**src/rtl/tcs_color_scan_engine.sv**
```systemverilog
// TCS34725 colour scan engine.
// Brings the sensor up over a shared I2C master (ATIME, then ENABLE), then repeatedly reads
// NUM_CH consecutive 16-bit channel registers into a shadow buffer and publishes them
// atomically. Supports continuous or triggered single-shot scanning, an inter-scan holdoff,
// a per-transaction timeout and NACK recovery by re-initialising the sensor.
module tcs_color_scan_engine #(
   parameter int unsigned NUM_CH      = 4,
   parameter logic [6:0]  DEV_ADDR    = 7'h29,
   parameter logic [7:0]  BASE_REG    = 8'h14,
   parameter logic [7:0]  CMD_BIT     = 8'h80,
   parameter logic [7:0]  ATIME_VAL   = 8'hF6,
   parameter logic [7:0]  ENABLE_VAL  = 8'h03,
   parameter int unsigned TIMEOUT_CYC = 20000,
   parameter int unsigned PERIOD_CYC  = 1000
) (
   input  logic                   clk_i,
   input  logic                   rst_i,
   input  logic                   enable_i,
   input  logic                   single_shot_i,
   input  logic                   trigger_i,
   // I2C master request side
   output logic                   start_i2c_o,
   output logic                   rw_i2c_o,
   output logic [6:0]             dev_addr_o,
   output logic [7:0]             reg_addr_o,
   output logic [7:0]             wr_data_o,
   // I2C master response side
   input  logic                   done_i2c_i,
   input  logic                   busy_i2c_i,
   input  logic                   ack_err_i,
   input  logic [15:0]            data_in_i,
   // Published scan
   output logic [NUM_CH*16-1:0]   ch_data_o,
   output logic                   ready_o,
   output logic                   valid_o,
   output logic                   fault_o,
   output logic [7:0]             err_cnt_o
);

   // Counter widths; each counter only ever holds values up to its limit minus one.
   localparam int unsigned CW = (NUM_CH > 1)      ? $clog2(NUM_CH)      : 1;
   localparam int unsigned TW = (TIMEOUT_CYC > 1) ? $clog2(TIMEOUT_CYC) : 1;
   localparam int unsigned PW = (PERIOD_CYC > 1)  ? $clog2(PERIOD_CYC)  : 1;

   localparam logic [CW-1:0] LastCh   = CW'(NUM_CH - 1);
   localparam logic [TW-1:0] TmoLast  = TW'(TIMEOUT_CYC - 1);
   // Unused when PERIOD_CYC is zero because HOLDOFF is then never entered.
   localparam logic [PW-1:0] HoldLast = PW'(PERIOD_CYC - 1);

   localparam logic [7:0] RegEnable = 8'h00;
   localparam logic [7:0] RegAtime  = 8'h01;

   typedef enum logic [3:0] {
      StInitAt,
      StInitAtW,
      StInitEn,
      StInitEnW,
      StIdle,
      StIssue,
      StWait,
      StPublish,
      StHoldoff,
      StError
   } state_e;

   state_e                    state_q;
   logic [CW-1:0]             ch_q;
   logic [TW-1:0]             tmo_q;
   logic [PW-1:0]             hold_q;
   logic [NUM_CH-1:0][15:0]   shadow_q;

   logic                      start_q;
   logic                      rw_q;
   logic [7:0]                reg_addr_q;
   logic [7:0]                wr_data_q;
   logic [NUM_CH*16-1:0]      ch_data_q;
   logic                      ready_q;
   logic                      valid_q;
   logic                      fault_q;
   logic [7:0]                err_cnt_q;

   // Register address of the channel currently being scanned.
   logic [7:0]                ch_reg;
   assign ch_reg = CMD_BIT | (BASE_REG + 8'({ch_q, 1'b0}));

   // Sequencer: init writes, channel reads, publish, holdoff and error recovery.
   always_ff @(posedge clk_i or posedge rst_i) begin
      if (rst_i) begin
         state_q    <= StInitAt;
         ch_q       <= '0;
         tmo_q      <= '0;
         hold_q     <= '0;
         shadow_q   <= '0;
         start_q    <= 1'b0;
         rw_q       <= 1'b0;
         reg_addr_q <= 8'h00;
         wr_data_q  <= 8'h00;
         ch_data_q  <= '0;
         ready_q    <= 1'b0;
         valid_q    <= 1'b0;
         fault_q    <= 1'b0;
         err_cnt_q  <= 8'h00;
      end else begin
         // Pulses last exactly one cycle unless a state re-asserts them.
         start_q <= 1'b0;
         ready_q <= 1'b0;

         unique case (state_q)
            StInitAt: begin
               if (!busy_i2c_i) begin
                  start_q    <= 1'b1;
                  rw_q       <= 1'b1;
                  reg_addr_q <= CMD_BIT | RegAtime;
                  wr_data_q  <= ATIME_VAL;
                  tmo_q      <= '0;
                  state_q    <= StInitAtW;
               end
            end

            StInitAtW: begin
               // done_i2c wins over a coincident timeout.
               if (done_i2c_i) begin
                  state_q <= ack_err_i ? StError : StInitEn;
               end else if (tmo_q == TmoLast) begin
                  state_q <= StError;
               end else begin
                  tmo_q <= tmo_q + 1'b1;
               end
            end

            StInitEn: begin
               if (!busy_i2c_i) begin
                  start_q    <= 1'b1;
                  rw_q       <= 1'b1;
                  reg_addr_q <= CMD_BIT | RegEnable;
                  wr_data_q  <= ENABLE_VAL;
                  tmo_q      <= '0;
                  state_q    <= StInitEnW;
               end
            end

            StInitEnW: begin
               if (done_i2c_i) begin
                  state_q <= ack_err_i ? StError : StIdle;
               end else if (tmo_q == TmoLast) begin
                  state_q <= StError;
               end else begin
                  tmo_q <= tmo_q + 1'b1;
               end
            end

            StIdle: begin
               ch_q <= '0;
               // Triggers are only looked at here; elsewhere they are dropped.
               if (enable_i && (!single_shot_i || trigger_i)) begin
                  state_q <= StIssue;
               end
            end

            StIssue: begin
               if (!busy_i2c_i) begin
                  start_q    <= 1'b1;
                  rw_q       <= 1'b0;
                  reg_addr_q <= ch_reg;
                  tmo_q      <= '0;
                  state_q    <= StWait;
               end
            end

            StWait: begin
               if (done_i2c_i) begin
                  if (ack_err_i) begin
                     state_q <= StError;
                  end else begin
                     shadow_q[ch_q] <= data_in_i;
                     if (ch_q == LastCh) begin
                        state_q <= StPublish;
                     end else begin
                        ch_q    <= ch_q + 1'b1;
                        state_q <= StIssue;
                     end
                  end
               end else if (tmo_q == TmoLast) begin
                  state_q <= StError;
               end else begin
                  tmo_q <= tmo_q + 1'b1;
               end
            end

            StPublish: begin
               // Whole shadow moves in one cycle so consumers never see a mixed scan.
               ch_data_q <= shadow_q;
               ready_q   <= 1'b1;
               valid_q   <= 1'b1;
               fault_q   <= 1'b0;
               ch_q      <= '0;
               hold_q    <= '0;
               if (enable_i && !single_shot_i && (PERIOD_CYC > 0)) begin
                  state_q <= StHoldoff;
               end else begin
                  state_q <= StIdle;
               end
            end

            StHoldoff: begin
               if (hold_q == HoldLast) begin
                  state_q <= enable_i ? StIssue : StIdle;
               end else begin
                  hold_q <= hold_q + 1'b1;
               end
            end

            StError: begin
               // Partial scan stays in the shadow only; ch_data keeps the last good scan.
               fault_q <= 1'b1;
               if (err_cnt_q != 8'hFF) begin
                  err_cnt_q <= err_cnt_q + 8'd1;
               end
               ch_q    <= '0;
               state_q <= StInitAt;
            end

            default: begin
               state_q <= StInitAt;
            end
         endcase
      end
   end

   assign start_i2c_o = start_q;
   assign rw_i2c_o    = rw_q;
   assign dev_addr_o  = DEV_ADDR;
   assign reg_addr_o  = reg_addr_q;
   assign wr_data_o   = wr_data_q;
   assign ch_data_o   = ch_data_q;
   assign ready_o     = ready_q;
   assign valid_o     = valid_q;
   assign fault_o     = fault_q;
   assign err_cnt_o   = err_cnt_q;

endmodule

```
**config.mk**
```make
export PLATFORM = sky130hd
export DESIGN_NAME = tcs_color_scan_engine
export DESIGN_NICKNAME = d
export VERILOG_FILES = /design/src/rtl/tcs_color_scan_engine.sv
export SDC_FILE = /design/constraint.sdc
export NUM_CORES = 1
export LEC_CHECK = 0
export CAP_MARGIN = 20
export CELL_PAD_IN_SITES_DETAIL_PLACEMENT = 1
export CELL_PAD_IN_SITES_GLOBAL_PLACEMENT = 2
export CORE_MARGIN = 8
export CORE_UTILIZATION = 37
export CTS_CLUSTER_DIAMETER = 50
export DETAILED_ROUTE_END_ITERATION = 7
export HOLD_SLACK_MARGIN = 0.02
export PLACE_DENSITY = 0.91
export REMOVE_ABC_BUFFERS = 1
export SLEW_MARGIN = 20
export SYNTH_ARGS = -nofsm -noshare
export SYNTH_HDL_FRONTEND = slang
export SYNTH_SLANG_ARGS = --single-unit
```
**constraint.sdc**
```tcl
create_clock -name clk_i -period 11.98 [get_ports clk_i]
set_input_delay 3.594 -clock clk_i [delete_from_list [all_inputs] [get_ports clk_i]]
set_output_delay 3.594 -clock clk_i [all_outputs]
set_load 0.02 [all_outputs]
```
==> metrics.json, run 1 <==
{
  "route": {
    "drt-initial-drc-count": 340,
    "drtPass1Iterations": 6,
    "wl_um": 19130,
    "post-route-drc-count": 0,
    "detailroute.via_count": 5547,
    "viasPerCell": 4.948,
    "post_drt_wl_per_cell_um": 17.07,
    "antenna_violating_nets_post_route": 0
  },
  "sta": {
    "final_critical_path_setup_slack_ns": 6.329,
    "fin_tns_setup_ns": 0,
    "achievable-frequency_mhz": 177.0,
    "grt_setup_unrepaired": "false",
    "period_share": 0.4717,
    "finalMaxSlewViolations": 0,
    "timing.final.hold_violations": 0,
    "fin_worst_hold_slack_ns": 0.4676,
    "final.setup_skew_ns": 0.007388,
    "tightestPinTransition_ns": 0.9170,
    "slew_headroom": 0.3887,
    "total_setup_violations_reported_at_the_end_of_the_flow": 0,
    "finalWorstPathRequiredPeriod_ns": 5.651
  },
  "pwr": {
    "power.leakage_nw": 4.662,
    "power.ir.vdd_worst_mv": 0.09383,
    "total_power_density_per_cell_area_nw_per_um2": 179.3
  },
  "synth": {
    "synth.largest_area_cell": "dfrtp_1",
    "syn_area_um2": 7759,
    "ys_seq_area_frac": 0.5838,
    "ys_warn_count": 0,
    "netlist_cell_types": 59,
    "syn-instance-count": 735,
    "synth-edff-count": 0,
    "post-synth-top-area-fraction": 0.5838,
    "synthesis.area_per_instance_um2": 10.56,
    "commonest_cells_in_the_synthesized_netlist": "nand2_1 (232), dfrtp_1 (181), mux2_2 (66), nor2_1 (26), clkbuf_1 (24)",
    "netlist_top_cells_area": "dfrtp_1 (58%), nand2_1 (11%), mux2_2 (9.6%)",
    "synth_ff_type": "dfrtp_1",
    "ys_ff_latch": 181,
    "asyncSetResetFlopFracSynth": 1.000,
    "post-synth-top-count-cell": "nand2_1"
  },
  "job": {
    "max-cap-violations": 0
  },
  "clock_network": {
    "post-cts-setup-buffers": 0,
    "clk_transition_reported_paths_ns": 0.07,
    "clk_path_buf_depth": 2,
    "ctsRootBufferMaster": "clkbuf_16",
    "cts.sinks": 181,
    "worst_skew_pair.late_latency_ns": 0.43,
    "clock_tree.htree_level_count": 4,
    "tritoncts.num_buffers": 17,
    "cts_tree": "built",
    "post_cts_resize_count": 0,
    "cts-hold-fix-buffers": 0
  },
  "outcome": {
    "outcome": "completed"
  },
  "global_routing": {
    "overflow_left_after_global_routing": 0,
    "grt_pass1_vias": 6045,
    "track_usage": 0.1536,
    "grt_start_max_net_pins": 109,
    "grt_antenna_before_repair": 0,
    "grt_first_pass_wirelength_um": 32350
  },
  "die": {
    "die-area_um2": 25860,
    "design.portCount": 124,
    "die-width_um": 160.8,
    "rows": 53,
    "initial_core_util": 0.3726,
    "die_h_um": 160.8,
    "core_region_area_um2": 20820
  },
  "critical_path": {
    "worstPathRequired_ns": 12.29,
    "cp_data_arrival_time_ns": 5.96,
    "worstPathMaxFanout": 16,
    "element_type_at_the_critical_path_start": "primary input",
    "critPathKind": "primary input to register",
    "critPathCaptureType": "register"
  },
  "placed_design": {
    "placement.setup.worst_slack_ns": 5.834,
    "io_buffers": 113,
    "hpwl_um": 12840,
    "place_congestion": 0.7977
  },
  "finish": {
    "final_layout_size_suffix_gt1_frac": 0.1395,
    "layout_nets": 865,
    "synthToLayoutAreaGrowth_pct": 24.42,
    "ant_diodes": 0,
    "post-route-util": 0.4636
  },
  "worst_hold_path": {
    "worstHoldPathType": "register to register"
  }
}
## power breakdown
part / internal [mW] / switching, mW / total [mW]
Sequential: 0.692 / 0.0761 / 0.768
Combinational: 0.184 / 0.233 / 0.417
Clock: 0.293 / 0.252 / 0.545
## cell type report
cell class	count	area, um^2
well taps	275	344.1
flip-flops and latches	181	4529
clock inverters	14	142.6
fillers	2314	11170
clock buffers	17	425.4
multi-input cells	504	2977
repair buffers	117	1181
inverters	13	53.80
## path summary, 6_finish.rpt
check | start | end | slack [ns] | cells after the start
setup reg to reg | state_q[1] | shadow_q[6] | 9.23 | 4
max in group asynchronous | rst_i | shadow_q[48] | 6.81 | 4
setup / recovery | done_i2c_i | shadow_q[6] | 6.33 | 5
hold / removal | shadow_q[37] | ch_data_o[37] | 0.47 | 2
hold reg to reg | shadow_q[37] | ch_data_o[37] | 0.47 | 2
min in group asynchronous | rst_i | ch_data_o[4] | 3.53 | 2
## per-layer routing
| metal | wire length, um | vias to the layer above | track usage |
|---|---|---|---|
| met5 | 0 | - | 0 |
| met1 | 8911 | 2780 | 0.2007 |
| met3 | 852 | 17 | 0.03788 |
| li1 | - | 2641 | - |
| met2 | 9155 | 109 | 0.2482 |
| met4 | 213 | 0 | 0.04545 |
## cells by family (layout without fill, tap and decap cells)
group,count (synthesis),in the layout,synth area share
other cells,2,10,0.0009679
compound gates,66,66,0.05451
xor+xnor,14,14,0.01580
buf+inv,58,161,0.03709
mux,70,70,0.1010
simple gates,337,337,0.1956
flops,181,181,0.5838
fa+ha+maj,7,7,0.01129
## stage by stage
step                std cells  total power, mW  cell area, um^2
floorplan                 698            1.005             7550
global placement         1089            1.190             9057
detailed placement       1089            1.201             9057
CTS                      1120            1.756             9625
global route             1121            1.829             9653
finish                   1121            1.730             9653
## sequential cells by signal (all words and copies together), names as in the netlist
| name | count |
|---|---|
| ready_o | 1 |
| hold_q | 10 |
| rw_i2c_o | 1 |
| fault_o | 1 |
| start_i2c_o | 1 |
| wr_data_o | 3 |
| tmo_q | 15 |
| shadow_q | 64 |
| reg_addr_o | 6 |
| ch_data_o | 64 |
| err_cnt_o | 8 |
| valid_o | 1 |
| state_q | 4 |
| ch_q | 2 |
## worst max-delay path, stage by stage
cell             delay [ns]
clkdlybuf4s50_1        0.64
nand2b_1               0.16
nor3_1                 0.42
nand2_1                0.64
mux2_2                 0.50
## placed cells by master, fill, tap and decap left out, drive strengths merged, types with 5 or more instances in the layout
master / count
conb: 10
nand4: 11
nor2: 26
xor2: 7
and3: 5
mux2: 66
and2: 5
nand2b: 9
clkbuf: 17
o21ai: 17
nand2: 232
clkdlybuf4s50: 113
inv: 21
xnor2: 7
ha: 7
o31ai: 6
a21oi: 20
dfrtp: 181
or4: 8
nand3: 14
Note: power is estimated with default switching activity, not from simulation.
==> run 2: changes to the inputs <==
CORE_UTILIZATION = 31   (was 37)
PLACE_DENSITY = 0.82   (was 0.91)
clock period = 4.9 ns   (was 11.98 ns; I/O delays follow)
==> metrics.json, run 2 (same netlist as run 1, synthesis figures left out) <==
{
  "finish": {
    "synthToLayoutAreaGrowth_pct": 25.45,
    "commonest_cells_after_routing_fill_and_taps_aside": "nand2_1 (232), dfrtp_1 (181), clkdlybuf4s50_1 (113)",
    "layout_commonest_cell": "nand2_1",
    "layout.filler_cells": {"value": 2782, "change": "+20%"},
    "final_design_area_no_fill": {"value": 9733, "unit": "um^2", "change": "+0.83%"},
    "regArea": {"value": 4529, "unit": "um^2", "change": "unchanged"},
    "ant_diodes": {"value": 0, "change": "unchanged"},
    "layout_nets": {"value": 869, "change": "+0.46%"},
    "multi_input_comb_area": {"value": 2977, "unit": "um^2", "change": "unchanged"},
    "final_layout_size_suffix_gt1_frac": {"value": 0.1435, "change": "+0.004050"}
  },
  "global_routing": {
    "grt_start_max_net_pins": {"value": 108, "change": "-0.92%"},
    "grt_pass1_vias": {"value": 6054, "change": "+0.15%"},
    "grt_antenna_before_repair": {"value": 0, "change": "unchanged"},
    "overflow_left_after_global_routing": {"value": 0, "change": "unchanged"},
    "track_usage": {"value": 0.1311, "change": "-0.02246"},
    "grt_first_pass_wirelength": {"value": 32580, "unit": "um", "change": "+0.72%"}
  },
  "clock_network": {
    "cts-hold-fix-buffers": {"value": 0, "change": "unchanged"},
    "clock_tree.htree_level_count": {"value": 4, "change": "unchanged"},
    "post_cts_resize_count": {"value": 0, "change": "unchanged"},
    "cts_tree": "built",
    "ctsRootBufferMaster": "clkbuf_16",
    "post-cts-setup-buffers": {"value": 0, "change": "unchanged"},
    "clk_transition_reported_paths": {"value": 0.07, "unit": "ns", "change": "about the same"},
    "tritoncts.num_buffers": {"value": 17, "change": "unchanged"},
    "worst_skew_pair.late_latency": {"value": 0.42, "unit": "ns", "change": "about the same"},
    "clk_path_buf_depth": {"value": 2, "change": "unchanged"},
    "cts.sinks": {"value": 181, "change": "unchanged"}
  },
  "placed_design": {
    "place_congestion": {"value": 0.7788, "change": "-2.4%"},
    "hpwl": {"value": 12590, "unit": "um", "change": "-2.0%"},
    "placement.setup.worst_slack": {"value": 1.210, "unit": "ns", "change": "-4.625 ns"},
    "placedInstanceArea": {"value": 9179, "unit": "um^2", "change": "+1.3%"},
    "io_buffers": {"value": 113, "change": "unchanged"}
  },
  "critical_path": {
    "worst_path_max_delay_cell": "nor4_1",
    "r2r_end": "tmo_q[9]",
    "regToRegStartpoint": "state_q[1]",
    "critPathLaunch": "busy_i2c_i",
    "critPathKind": "primary input to register",
    "worstPathMaxFanout": {"value": 13, "change": "-3"},
    "ff2ff_path_depth": {"value": 5, "change": "+1"},
    "critPathCaptureType": "register",
    "worstPathRequired": {"value": 5.21, "unit": "ns", "change": "-7.08 ns"},
    "cp_data_arrival_time": {"value": 3.52, "unit": "ns", "change": "-2.44 ns"},
    "worst-path-buf-inv": {"value": 2, "change": "+1"},
    "element_type_at_the_critical_path_start": "primary input",
    "critPathMaxStageDelay": {"value": 0.56, "unit": "ns", "change": "-0.08 ns"},
    "worst-path-stages": {"value": 7, "change": "+2"},
    "r2r_slack": {"value": 2.36, "unit": "ns", "change": "-6.87 ns"},
    "crit_path_cell_trace": "clkdlybuf4s50_1 -> nor4_1 -> a21oi_1 -> inv_1 -> nor2_1 -> nand4_1 -> o21ai_0",
    "cpLargestDelayFamily": "buffers and inverters"
  },
  "route": {
    "post-route-drc-count": {"value": 0, "change": "unchanged"},
    "drtPass1Iterations": {"value": 4, "change": "-2"},
    "drt-initial-drc-count": {"value": 296, "change": "-13%"},
    "wl": {"value": 19190, "unit": "um", "change": "+0.30%"},
    "antenna_violating_nets_post_route": {"value": 0, "change": "unchanged"},
    "viasPerCell": {"value": 4.730, "change": "-4.4%"},
    "post_drt_wl_per_cell": {"value": 16.26, "unit": "um", "change": "-4.7%"},
    "detailroute.via_count": {"value": 5581, "change": "+0.61%"}
  },
  "worst_hold_path": {
    "worstHoldPathType": "register to register",
    "hold_start": "shadow_q[4]",
    "holdPathEnd": "ch_data_o[4]",
    "hold_depth": {"value": 2, "change": "unchanged"}
  },
  "sta": {
    "fin_worst_hold_slack": {"value": 0.4641, "unit": "ns", "change": "-0.003483 ns"},
    "timing.final.hold_violations": {"value": 0, "change": "unchanged"},
    "finalWorstPathRequiredPeriod_ns": 3.209,
    "achievable-frequency_mhz": 311.6,
    "final_critical_path_setup_slack": {"value": 1.691, "unit": "ns", "change": "-4.639 ns"},
    "total_setup_violations_reported_at_the_end_of_the_flow": {"value": 0, "change": "unchanged"},
    "slew_headroom": {"value": 0.4580, "change": "+0.06932"},
    "period_share": 0.6549,
    "tightestPinTransition": {"value": 0.8130, "unit": "ns", "change": "-0.1040 ns"},
    "final.setup_skew": {"value": 0.005708, "unit": "ns", "change": "-0.001680 ns"},
    "grt_setup_unrepaired": "false",
    "finalMaxSlewViolations": {"value": 0, "change": "unchanged"}
  },
  "pwr": {
    "power.leakage": {"value": 4.665, "unit": "nW", "change": "about the same"},
    "total_power_density_per_cell_area": {"value": 431.1, "unit": "nW/um^2", "change": "+140%"},
    "power.ir.vdd_worst": {"value": 0.2417, "unit": "mV", "change": "+160%"},
    "post_route_total_power": {"value": 4.196, "unit": "mW", "change": "+140%"}
  },
  "die": {
    "die_h": {"value": 174.2, "unit": "um", "change": "+8.3%"},
    "rows": {"value": 58, "change": "+9.4%"},
    "die-area": {"value": 30350, "unit": "um^2", "change": "+17%"},
    "die-width": {"value": 174.2, "unit": "um", "change": "+8.3%"},
    "core_region_area": {"value": 24890, "unit": "um^2", "change": "+20%"},
    "initial_core_util": {"value": 0.3117, "change": "-0.06091"},
    "design.portCount": {"value": 124, "change": "unchanged"}
  },
  "job": {
    "max-cap-violations": {"value": 0, "change": "unchanged"}
  },
  "outcome": {
    "outcome": "completed"
  }
}
run 2: cell types whose count changed in the layout (fill, tap and decap cells not counted):
cell,change
inv_8,+3
clkinvlp_4,+2
buf_12,+1
buf_16,-1
bufinv_16,-1
clkinv_4,-2
buf_4,+4
inv_6,-3
clkbuf_8,+1
run 2: worst min-delay path, cell delays in order, from the launching register on:
cell and delay [ns]:
dfrtp_1 0.34, nand2_1 0.05, nand2_1 0.05
run 2: metal layers:
metal  global-route usage  up-vias  wire, um
met5                    0        -         0
met4              0.03420        0       199
met3              0.03124       16       718
met2               0.2125       96      9036
met1               0.1729     2813      9236
li1                     -     2656         -
run 2: worst max path at each step:
stage                     slack, ns      endpoint
after CTS                      1.68      tmo_q[7]
after floorplan               -1.49  ch_data_o[0]
after detailed placement       1.21      tmo_q[7]
after global placement         1.33     tmo_q[10]
final                          1.69     tmo_q[13]
after global routing           1.41      tmo_q[7]
run 2: report_power, final:
part           internal, mW  switching [mW]  total (mW)
Clock                 0.679           0.624        1.30
Sequential             1.69           0.189        1.88
Combinational         0.448           0.563        1.01
Total                  2.82            1.38        4.20
run 2: layout make-up:
type / count / share of cell area
clock inverter: 13 / 0.01183
sequential: 181 / 0.4654
clock buffer: 18 / 0.04512
tap: 330 / 0.04242
inverter: 13 / 0.005785
timing repair buffer: 121 / 0.1237
multi-input combinational: 504 / 0.3058
run 2: metrics by stage:
step,utilization,TNS (ns),instances
CTS,0.3910,0,1180
floorplan,-,-268.84,698
detailed placement,0.3688,0,1149
global placement,0.3688,0,1149
finish,0.3910,0,1180
global route,0.3910,0,1180
==> run 3: changes to the inputs <==
clock period = 2.8 ns   (was 4.9 ns; I/O delays follow)
==> metrics.json, run 3 (same netlist as run 1, synthesis figures left out) <==
{
  "route": {
    "detailroute.via_count": {"value": 5623, "change": "+0.75%"},
    "wl": {"value": 19480, "unit": "um", "change": "+1.5%"},
    "antenna_violating_nets_post_route": {"value": 0, "change": "unchanged"},
    "drtPass1Iterations": {"value": 4, "change": "unchanged"},
    "post_drt_wl_per_cell": {"value": 16.27, "unit": "um", "change": "about the same"},
    "post-route-drc-count": {"value": 0, "change": "unchanged"},
    "drt-initial-drc-count": {"value": 248, "change": "-16%"},
    "viasPerCell": {"value": 4.698, "change": "-0.68%"}
  },
  "clock_network": {
    "clock_tree.htree_level_count": {"value": 4, "change": "unchanged"},
    "post-cts-setup-buffers": {"value": 0, "change": "unchanged"},
    "tritoncts.num_buffers": {"value": 17, "change": "unchanged"},
    "cts.sinks": {"value": 181, "change": "unchanged"},
    "clk_transition_reported_paths": {"value": 0.07, "unit": "ns", "change": "about the same"},
    "post_cts_resize_count": {"value": 0, "change": "unchanged"},
    "clk_path_buf_depth": {"value": 2, "change": "unchanged"},
    "ctsRootBufferMaster": "clkbuf_16",
    "cts_tree": "built",
    "worst_skew_pair.late_latency": {"value": 0.42, "unit": "ns", "change": "about the same"},
    "cts-hold-fix-buffers": {"value": 0, "change": "unchanged"}
  },
  "global_routing": {
    "grt_start_max_net_pins": {"value": 67, "change": "-38%"},
    "grt_antenna_before_repair": {"value": 0, "change": "unchanged"},
    "grt_first_pass_wirelength": {"value": 33030, "unit": "um", "change": "+1.4%"},
    "grt_pass1_vias": {"value": 6200, "change": "+2.4%"},
    "track_usage": {"value": 0.1327, "change": "+0.001607"},
    "overflow_left_after_global_routing": {"value": 0, "change": "unchanged"}
  },
  "sta": {
    "fin_tns_setup": {"value": 0, "unit": "ns", "change": "unchanged"},
    "final.setup_skew": {"value": 0.008916, "unit": "ns", "change": "+0.003207 ns"},
    "total_setup_violations_reported_at_the_end_of_the_flow": {"value": 0, "change": "unchanged"},
    "timing.final.hold_violations": {"value": 0, "change": "unchanged"},
    "tightestPinTransition": {"value": 0.7349, "unit": "ns", "change": "-0.07813 ns"},
    "finalWorstPathRequiredPeriod_ns": 2.365,
    "achievable-frequency_mhz": 422.8,
    "slew_headroom": {"value": 0.5101, "change": "+0.05208"},
    "grt_setup_unrepaired": "false",
    "finalMaxSlewViolations": {"value": 0, "change": "unchanged"},
    "final_critical_path_setup_slack": {"value": 0.4348, "unit": "ns", "change": "-1.256 ns"},
    "period_share": 0.8447
  },
  "finish": {
    "layout.filler_cells": {"value": 2746, "change": "-1.3%"},
    "final_design_area_no_fill": {"value": 9970, "unit": "um^2", "change": "+2.4%"},
    "ant_diodes": {"value": 0, "change": "unchanged"},
    "layout_nets": {"value": 885, "change": "+1.8%"},
    "layout_commonest_cell": "nand2_1",
    "synthToLayoutAreaGrowth_pct": 28.50,
    "commonest_cells_after_routing_fill_and_taps_aside": "nand2_1 (232), dfrtp_1 (181), clkdlybuf4s50_1 (113)",
    "final_layout_size_suffix_gt1_frac": {"value": 0.1592, "change": "+0.01564"}
  },
  "die": {
    "die_h": {"value": 174.2, "unit": "um", "change": "unchanged"},
    "core_region_area": {"value": 24890, "unit": "um^2", "change": "unchanged"},
    "initial_core_util": {"value": 0.3117, "change": "unchanged"},
    "rows": {"value": 58, "change": "unchanged"},
    "design.portCount": {"value": 124, "change": "unchanged"},
    "die-area": {"value": 30350, "unit": "um^2", "change": "unchanged"},
    "die-width": {"value": 174.2, "unit": "um", "change": "unchanged"}
  },
  "critical_path": {
    "r2r_slack": {"value": 0.44, "unit": "ns", "change": "-1.92 ns"},
    "r2r_end": "tmo_q[9]",
    "regToRegStartpoint": "state_q[0]",
    "crit_path_cell_trace": "clkdlybuf4s50_1",
    "ff2ff_path_depth": {"value": 5, "change": "unchanged"},
    "critPathKind": "register to output pin",
    "worstPathRequired": {"value": 1.96, "unit": "ns", "change": "-3.25 ns"},
    "element_type_at_the_critical_path_start": "register",
    "cpLargestDelayFamily": "buffers and inverters",
    "worst-path-buf-inv": {"value": 1, "change": "-1"},
    "critPathMaxStageDelay": {"value": 0.65, "unit": "ns", "change": "+0.09 ns"},
    "critPathCaptureType": "output pin",
    "cp_data_arrival_time": {"value": 1.53, "unit": "ns", "change": "-1.99 ns"},
    "worst_path_max_delay_cell": "clkdlybuf4s50_1",
    "worstPathMaxFanout": {"value": 6, "change": "-7"}
  },
  "worst_hold_path": {
    "holdPathEnd": "ch_data_o[34]",
    "hold_start": "shadow_q[34]",
    "worstHoldPathType": "register to register",
    "hold_depth": {"value": 2, "change": "unchanged"}
  },
  "placed_design": {
    "place_congestion": {"value": 0.7738, "change": "-0.64%"},
    "io_buffers": {"value": 113, "change": "unchanged"},
    "placedInstanceArea": {"value": 9387, "unit": "um^2", "change": "+2.3%"},
    "placement.setup.worst_slack": {"value": 0.1771, "unit": "ns", "change": "-1.033 ns"},
    "hpwl": {"value": 13310, "unit": "um", "change": "+5.7%"}
  },
  "outcome": {
    "outcome": "completed"
  },
  "pwr": {
    "power.leakage": {"value": 4.800, "unit": "nW", "change": "+2.9%"},
    "total_power_density_per_cell_area": {"value": 754.8, "unit": "nW/um^2", "change": "+75%"},
    "power.ir.vdd_worst": {"value": 0.4369, "unit": "mV", "change": "+81%"}
  },
  "job": {
    "max-cap-violations": {"value": 0, "change": "unchanged"}
  }
}
-- run 3: cell count changes in the layout (fill, tap and decap cells not counted), sizes merged --
| cell | before | now |
|---|---|---|
| clkinv | 1 | 5 |
| buf | 8 | 24 |
| clkinvlp | 4 | 1 |
-- run 3: power by group --
part / total, mW / switching (mW) / internal [mW] / leakage [nW]
clock: 2.35 / 1.15 / 1.20 / 0.282
sequential: 3.27 / 0.305 / 2.96 / 2.48
combinational: 1.91 / 1.05 / 0.856 / 2.04
total: 7.53 / 2.51 / 5.02 / 4.80
-- run 3: layout make-up --
cell class / instances / area (um^2) / share of cell area
clock buffers: 18 / 429.2 / 0.04305
flip-flops and latches: 181 / 4529 / 0.4543
clock inverters: 14 / 153.9 / 0.01544
multi-input cells: 504 / 2977 / 0.2986
repair buffers: 137 / 1411 / 0.1416
well taps: 330 / 412.9 / 0.04142
inverters: 13 / 56.30 / 0.005648
-- run 3: routing by layer --
| metal | vias up | track usage | part of all wire |
|---|---|---|---|
| met5 | - | 0 | 0 |
| met3 | 17 | 0.03580 | 0.047 |
| met2 | 110 | 0.2207 | 0.48 |
| met1 | 2810 | 0.1694 | 0.46 |
| met4 | 0 | 0.03064 | 0.0097 |
| li1 | 2686 | - | - |
-- run 3: stage by stage --
stage | utilization | power (mW) | cells | hold WS, ns
6_report | 0.4005 | 7.525 | 1197 | 0.4636
5_1_grt | 0.4005 | 7.943 | 1197 | 0.4851
4_1_cts | 0.4005 | 7.652 | 1197 | 0.4647
3_5_place_dp | 0.3771 | 5.251 | 1165 | 0.4513
3_3_place_gp | 0.3771 | 5.211 | 1165 | 0.4450
2_1_floorplan | - | 4.300 | 698 | 0.4331
-- run 3: how the worst max path moves through the flow --
| stage | start | to | slack [ns] | depth (start not counted) |
|---|---|---|---|---|
| 6_report | err_cnt_o[2] | err_cnt_o[2] | 0.43 | 1 |
| 5_1_grt | state_q[0] | tmo_q[9] | 0.29 | 5 |
| 4_1_cts | err_cnt_o[2] | err_cnt_o[2] | 0.40 | 1 |
| 3_5_place_dp | done_i2c_i | tmo_q[9] | 0.18 | 5 |
| 3_3_place_gp | ack_err_i | shadow_q[58] | 0.18 | 7 |
| 2_1_floorplan | rst_i | ch_data_o[0] | -2.96 | 1 |
